<file path="src/rtl/fifo_rd_stream.sv">
// Read-side drain stage behind an async FIFO: issues credit-limited reads, absorbs the
// one-cycle read latency in a 2-entry buffer, presents a valid/ready stream.
// Optional statistics counters are enabled with `define FIFO_RD_STREAM_STATS_EN.
module fifo_rd_stream #(
    parameter int data_width = 8,
    parameter int buf_depth  = 2
) (
    input  logic                  rd_clk,
    input  logic                  rst,
    input  logic                  fifo_empty,
    output logic                  fifo_rd,
    input  logic [data_width-1:0] fifo_rdata,
    input  logic                  fifo_valid,
    output logic [data_width-1:0] m_data,
    output logic                  m_valid,
    input  logic                  m_ready,
    output logic [1:0]            occupancy,
    output logic                  rd_err
`ifdef FIFO_RD_STREAM_STATS_EN
    ,
    output logic [15:0]           word_cnt,
    output logic [7:0]            err_cnt
`endif
);

    localparam logic [1:0] full_cnt  = 2'(buf_depth);
    localparam logic [2:0] full_cred = 3'(buf_depth);

    logic [data_width-1:0] buf_q [2];
    logic [data_width-1:0] buf_d [2];
    logic                  head_q, head_d;
    logic                  tail_q, tail_d;
    logic [1:0]            count_q, count_d;
    logic                  inflight_q, inflight_d;
    logic                  rd_err_q, rd_err_d;
    logic                  pop_s;
    logic                  capture_s;
    logic                  err_event_s;
    logic [2:0]            credit_s;

    // Read issue, capture/pop bookkeeping and protocol-error detection.
    always_comb begin
        pop_s    = (count_q != 2'd0) & m_ready;
        // credits in use after this cycle's pop; pop implies count_q >= 1, so no underflow
        credit_s = {1'b0, count_q} + {2'b00, inflight_q} - {2'b00, pop_s};
        fifo_rd  = ~rst & ~fifo_empty & (credit_s < full_cred);

        // an unsolicited word is kept only if there is space for it
        capture_s   = fifo_valid & (count_q != full_cnt);
        err_event_s = inflight_q ^ fifo_valid;

        buf_d      = buf_q;
        tail_d     = tail_q;
        head_d     = head_q;
        inflight_d = fifo_rd;
        rd_err_d   = rd_err_q | err_event_s;

        if (capture_s) begin
            buf_d[tail_q] = fifo_rdata;
            tail_d        = ~tail_q;
        end else begin
            tail_d = tail_q;
        end

        if (pop_s) begin
            head_d = ~head_q;
        end else begin
            head_d = head_q;
        end

        count_d = count_q + {1'b0, capture_s} - {1'b0, pop_s};
    end

    // State registers with asynchronous clear.
    always_ff @(posedge rd_clk or posedge rst) begin
        if (rst) begin
            buf_q[0]   <= '0;
            buf_q[1]   <= '0;
            head_q     <= 1'b0;
            tail_q     <= 1'b0;
            count_q    <= 2'd0;
            inflight_q <= 1'b0;
            rd_err_q   <= 1'b0;
        end else begin
            buf_q      <= buf_d;
            head_q     <= head_d;
            tail_q     <= tail_d;
            count_q    <= count_d;
            inflight_q <= inflight_d;
            rd_err_q   <= rd_err_d;
        end
    end

    assign m_valid   = (count_q != 2'd0);
    assign m_data    = buf_q[head_q];
    assign occupancy = count_q;
    assign rd_err    = rd_err_q;

`ifdef FIFO_RD_STREAM_STATS_EN
    logic [15:0] word_cnt_q, word_cnt_d;
    logic [7:0]  err_cnt_q, err_cnt_d;

    // Popped-word counter wraps; error-event counter saturates.
    always_comb begin
        word_cnt_d = word_cnt_q;
        err_cnt_d  = err_cnt_q;
        if (pop_s) begin
            word_cnt_d = word_cnt_q + 16'd1;
        end else begin
            word_cnt_d = word_cnt_q;
        end
        if (err_event_s && (err_cnt_q != 8'hFF)) begin
            err_cnt_d = err_cnt_q + 8'd1;
        end else begin
            err_cnt_d = err_cnt_q;
        end
    end

    // Statistics registers.
    always_ff @(posedge rd_clk or posedge rst) begin
        if (rst) begin
            word_cnt_q <= 16'd0;
            err_cnt_q  <= 8'd0;
        end else begin
            word_cnt_q <= word_cnt_d;
            err_cnt_q  <= err_cnt_d;
        end
    end

    assign word_cnt = word_cnt_q;
    assign err_cnt  = err_cnt_q;
`endif

endmodule
</file>
<file path="config.mk">
export PLATFORM = sky130hd
export DESIGN_NAME = fifo_rd_stream
export DESIGN_NICKNAME = d
export VERILOG_FILES = /design/src/rtl/fifo_rd_stream.sv
export SDC_FILE = /design/constraint.sdc
export NUM_CORES = 1
export LEC_CHECK = 0
export CAP_MARGIN = 20
export CORE_UTILIZATION = 47
export DETAILED_ROUTE_END_ITERATION = 12
export PLACE_DENSITY = 0.75
export RECOVER_POWER = 100
export SYNTH_ARGS = -nofsm -noshare
export SYNTH_HDL_FRONTEND = slang
export SYNTH_SLANG_ARGS = --single-unit
export TNS_END_PERCENT = 30
</file>
<file path="constraint.sdc">
create_clock -name rd_clk -period 2.6 [get_ports rd_clk]
set_input_delay 0.39 -clock rd_clk [delete_from_list [all_inputs] [get_ports rd_clk]]
set_output_delay 0.39 -clock rd_clk [all_outputs]
set_load 0.03 [all_outputs]
</file>
Word level (Yosys, flattened, before mapping):

Index checks and enable logic that the tools add are counted.

* flip-flop bits (word level): 22
* latch bits: 0
* memory bits (writable): 0
* memory bits (read-only): 0
* input bits: 13
* output and inout bits: 13
* logic and storage cells: 36
* memories: 0

* add/sub/neg operators: 4
* multiply operators: 0
* divide/modulo/power cells: 0
* $lt $le $gt $ge: 4
* eq/ne operators: 1
* shift operators: 0
* muxes and demuxes: 6
* bitwise logic cells: 12
* reduce and logical (&&, ||, !) cells: 2

Operators with widths (count)
* 8-bit 2-to-1 mux: 4
* 16-bit bitwise mux: 1
* 8-bit demux with 1-bit select: 1
* 1-bit AND: 4
* 2-bit greater-or-equal comparator (second input constant): 2
* 1-bit inverter: 4
* 1-bit inverter with 2-bit output: 2
* 2-bit by 1-bit adder with 3-bit output: 1
* 3-bit by 2-bit less-than comparator with 1-bit output (second input constant): 1
* 3-bit by 1-bit subtractor with 3-bit output: 1
* 2-bit by 1-bit adder with 2-bit output: 1
* 2-bit by 1-bit less-than comparator with 1-bit output (second input constant): 1
* 2-bit != test (second input constant): 1
* 2-bit nonzero test: 1
* 2-bit by 1-bit subtractor with 2-bit output: 1
* 1-bit logical AND: 1
* 1-bit bitwise OR: 1
* 1-bit XOR: 1

Logic depth before layout (Yosys ltp):

* word-level depth: 6
* mapped depth: 7
* depth with buffers taken out: 6

Least setup slack after synthesis:

No wires, ideal clock.

* path kind: register to output
* from: register count_q[1] (netlist: occupancy[1])
* to: output fifo_rd
* arrival time: 2.933 ns
* data required time: 2.210 ns
* slack: -0.723 ns
* cell stages (with the launch flop): 8
* path buffers: 1
* cell sequence: dfrtp_1 -> buf_2 -> or2_2 -> nand2_1 -> nor2_1 -> fa_1 -> xor2_1 -> nor4b_1

* word-level cells in the longest chain between the ends: 5
* elaborated cells on any way between the ends: 6
* those cells by class: add/sub (2); order compare (1); bitwise (2); reduce/logical (1)

Ends and longest elaborated chain
* from (decl): RTL line 33 `logic [1:0] count_q, count_d;`
* from (signal assigned): RTL line 88 `count_q <= count_d;`
* 2-bit nonzero test
* net m_valid: RTL line 15 `output logic m_valid,`
* 1-bit AND: RTL line 43 `pop_s = (count_q != 2'd0) & m_ready;`
* 3-bit by 1-bit subtractor with 3-bit output: RTL line 45 `credit_s = {1'b0, count_q} + {2'b00, inflight_q} - {2'b00, pop_s};`
* 3-bit by 2-bit less-than comparator with 1-bit output: RTL line 46 `fifo_rd = ~rst & ~fifo_empty & (credit_s < full_cred);`
* 1-bit AND: RTL line 46
* to (decl): RTL line 11 `output logic fifo_rd,`

The timed path passes the listed nets, and every way through them passes these cells.

Final worst setup path:

* from: register count_q[1] (netlist: occupancy[1])
* to: output fifo_rd

* word-level cells in the longest chain between the ends: 5
* elaborated cells on any way between the ends: 6
* those cells by class: add/sub (2); order compare (1); bitwise (2); reduce/logical (1)

Ends and longest elaborated chain (RTL line)
* parallel branches: the longest is 2 deep, another holds 2-bit by 1-bit adder with 3-bit output
* 3-bit by 1-bit subtractor with 3-bit output *: 45
* 3-bit by 2-bit less-than comparator with 1-bit output *: 46
* 1-bit AND *: 46

Mark *: on every way between the ends.

==> results.sh <==
export IMPL_fin_skew_ns=0.00310
export IMPL_port_buffers=25
export IMPL_final_common_cell="mux2_2"
export IMPL_cp_end_kind="output port"
export IMPL_overflow=0
export IMPL_placementRows=16
export IMPL_routed_top_layer="met4"
export IMPL_io_pin_count=26
export IMPL_diodes=0
export IMPL_grt_pass1_wl_um=3260
export IMPL_slew_viol_final=0
export IMPL_via_per_inst=5.16
export IMPL_regToRegStartpoint="occupancy[1]"
export IMPL_power_frac_seq_pct=30.4
export IMPL_antenna_found_initial=0
export IMPL_syn2layout_area_growth_pct=39.1
export IMPL_initial_core_util_pct=51.6
export IMPL_cts_root_buffer="clkbuf_4"
export IMPL_fin_nets=123
export IMPL_ant_nets=0
export IMPL_post_place_cells=129
export IMPL_drcViolationCount=0
export IMPL_switching_share_pct=38.3
export IMPL_ys_seq_area_share_pct=52.8
export IMPL_finalNonFillerCells=134
export IMPL_hold_start="m_ready"
export IMPL_ys_ff_latch=22
export IMPL_cts_hold_buf=0
export IMPL_setup_viol=0
export IMPL_timing_worst_setup_path_type="reg -> out"
export IMPL_syn_inst=75
export IMPL_tritoncts="built"
export IMPL_power_internal_w=0.00126
export IMPL_rrSetupSlack_ns=0.72
export IMPL_grt_usage_pct=18.2
export IMPL_crit_chain="or2_4 > nand2_4 > nor2_1 > fa_2 > xor2_2 > nor4b_4 > buf_6"
export IMPL_hpwlAfterDp_um=1380
export IMPL_min_to="head_q"
export IMPL_gp_congestion=0.735
export IMPL_syn_area_sq_um=1040
export IMPL_finish_utilization_pct=71.8
export IMPL_power_density_nw_per_um2=1410
export IMPL_wl_per_cell_um=14.8
export IMPL_die_h_um=49.1
export IMPL_holdCritPathClass="in -> reg"
export IMPL_mostFrequentLayoutCells="24 x mux2_2, 22 x clkdlybuf4s50_1, 21 x dfrtp_1"
export IMPL_cpPeakStageDelay_ns=0.43
export IMPL_switching_power_w=0.000784
export IMPL_yosysUniqueCellTypes=22
export IMPL_worst_slew_pin_slew_ns=0.485
export IMPL_die_x_um=49.1
export IMPL_wl_met2_um=1030
export IMPL_drt_wl_total_um=1990
export IMPL_r2r_cells=7
export IMPL_grt_max_degree=15
export IMPL_period_needed_ns=2.54
export IMPL_status="completed"
export IMPL_cp_start_kind="flip-flop"
export IMPL_clkLatencyLatePin_ns=0.30
export IMPL_clk_pin_slew_ns=0.12
export IMPL_route_met3_wl_um=81
export IMPL_fin_crit_sh_pct=97.7
export IMPL_power_frac_comb_pct=56.8
export IMPL_clockBufferDepth=2
export IMPL_vias=691
export IMPL_crit_arrival_ns=2.15
export IMPL_grt_pass1_vias=718
export IMPL_max_vdd_ir_drop_uv=796
export IMPL_leakage_nw=0.619
export IMPL_r2r_end="inflight_q"
export IMPL_clkPwrFrac_pct=12.7
export IMPL_layout_drive_gt1_share_pct=43.0
export IMPL_avgSynthCellArea_sq_um=13.9
export IMPL_clock_sinks=22
export IMPL_finalHoldViolations=0
export IMPL_hold_depth=3
export IMPL_cts_htree_levels=1
export IMPL_max_cap_violations=0
export IMPL_dieArea_sq_um=2410
export IMPL_slowest_stage="dfrtp_2"
export IMPL_slew_headroom_pct=67.6
export IMPL_coreArea_sq_um=2020
export IMPL_cp_required_ns=2.21
export IMPL_syn_nets=90
export IMPL_yosysWarnings=0
export IMPL_timing_fmax_mhz=394
export IMPL_dr_first_iter_drc_count=3
export IMPL_crit_fanout=3
export IMPL_wl_met1_um=859
export IMPL_drtPass1Iterations=4
export IMPL_cts_buffers=3
==> cell families after synthesis <==
family	count (synthesis)	synth area share, %
flops	22	52.8
simple gates	8	3.96
xor+xnor	6	5.04
fa+ha+maj	2	3.12
compound gates	6	6.47
buf+inv	7	2.76
mux	24	25.9
==> metrics by stage <==
step	hold WS [ns]	TNS (ns)	total power, W	setup WS (ns)	area, sq um
3_3_place_gp	0.448	0	0.00173	0.0709	1370
3_5_place_dp	0.458	0	0.00176	0.0271	1370
2_1_floorplan	0.379	0	0.00139	0.00244	1060
5_1_grt	0.454	-0.0152	0.00215	-0.0152	1450
4_1_cts	0.402	0	0.00204	0.0513	1430
6_report	0.454	0	0.00205	0.0588	1450
==> power groups by stage <==
stage               clock (W)  combinational (W)  sequential [W]
floorplan                   0           0.000760        0.000630
global placement            0            0.00110        0.000623
detailed placement          0            0.00113        0.000633
CTS                  0.000272            0.00114        0.000626
global route         0.000276            0.00123        0.000646
finish               0.000260            0.00116        0.000623
==> area by class of cell <==
cell class | instances | area (sq um)
clock inverters | 1 | 30.0
fillers | 149 | 571
repair buffers | 31 | 299
inverters | 4 | 15.0
multi-input cells | 46 | 499
well taps | 27 | 33.8
clock buffers | 3 | 22.5
flip-flops and latches | 22 | 552
==> registers in the layout (all words and copies together) (netlist names) <==
signal	flops
rd_err	1
buf_q	16
occupancy	2
head_q	1
tail_q	1
inflight_q	1
==> metal layers <==
metal | vias to the layer above | GRT usage, %
met1 | 348 | 23.0
met3 | 4 | 3.74
met4 | 0 | 8.82
li1 | 325 | -
met2 | 14 | 29.5
met5 | - | 0
==> Yosys cell counts <==
master,instances,area (sq um)
mux2_2,24,270
dfrtp_1,22,551
inv_1,3,11.3
xnor2_1,3,26.3
xor2_1,3,26.3
buf_2,2,10.0
nand2_1,2,7.51
nor2_1,2,7.51
a211oi_4,1,20.0
a21bo_2,1,10.0
a21oi_1,1,5.00
a32oi_1,1,8.76
clkbuf_1,1,3.75
fa_1,1,20.0
ha_1,1,12.5
inv_2,1,3.75
nand2b_1,1,6.26
nand3_1,1,5.00
nor4b_1,1,8.76
o211ai_2,1,12.5
o221a_2,1,11.3
or2_2,1,6.26
==> worst max-delay path: cells and delay by family (launching register included) <==
kind | cells | cell delay [ns]
and+or+nand+nor | 4 | 0.73
DFF | 1 | 0.43
adders and majority gates | 1 | 0.35
buffers and inverters | 1 | 0.18
xor gates and xnor gates | 1 | 0.16
==> repair_timing <==
| action | in CTS | in global routing |
|---|---|---|
| pin swaps | 1 | 3 |
| setup endpoints to repair | 1 | 1 |
| resized for setup | 2 | 4 |
| cloned | 0 | 0 |
| buffers inserted | 0 | 1 |
==> worst max-delay path by stage <==
stage / from / to / slack, ns / depth (start not counted)
2_1_floorplan: occupancy[1] / fifo_rd / 0.002 / 7
3_3_place_gp: m_ready / fifo_rd / 0.07 / 7
3_5_place_dp: m_ready / fifo_rd / 0.03 / 7
4_1_cts: occupancy[1] / fifo_rd / 0.05 / 7
5_1_grt: occupancy[1] / fifo_rd / -0.02 / 7
6_report: occupancy[1] / fifo_rd / 0.06 / 7
Power figures use the tool's default switching activity.
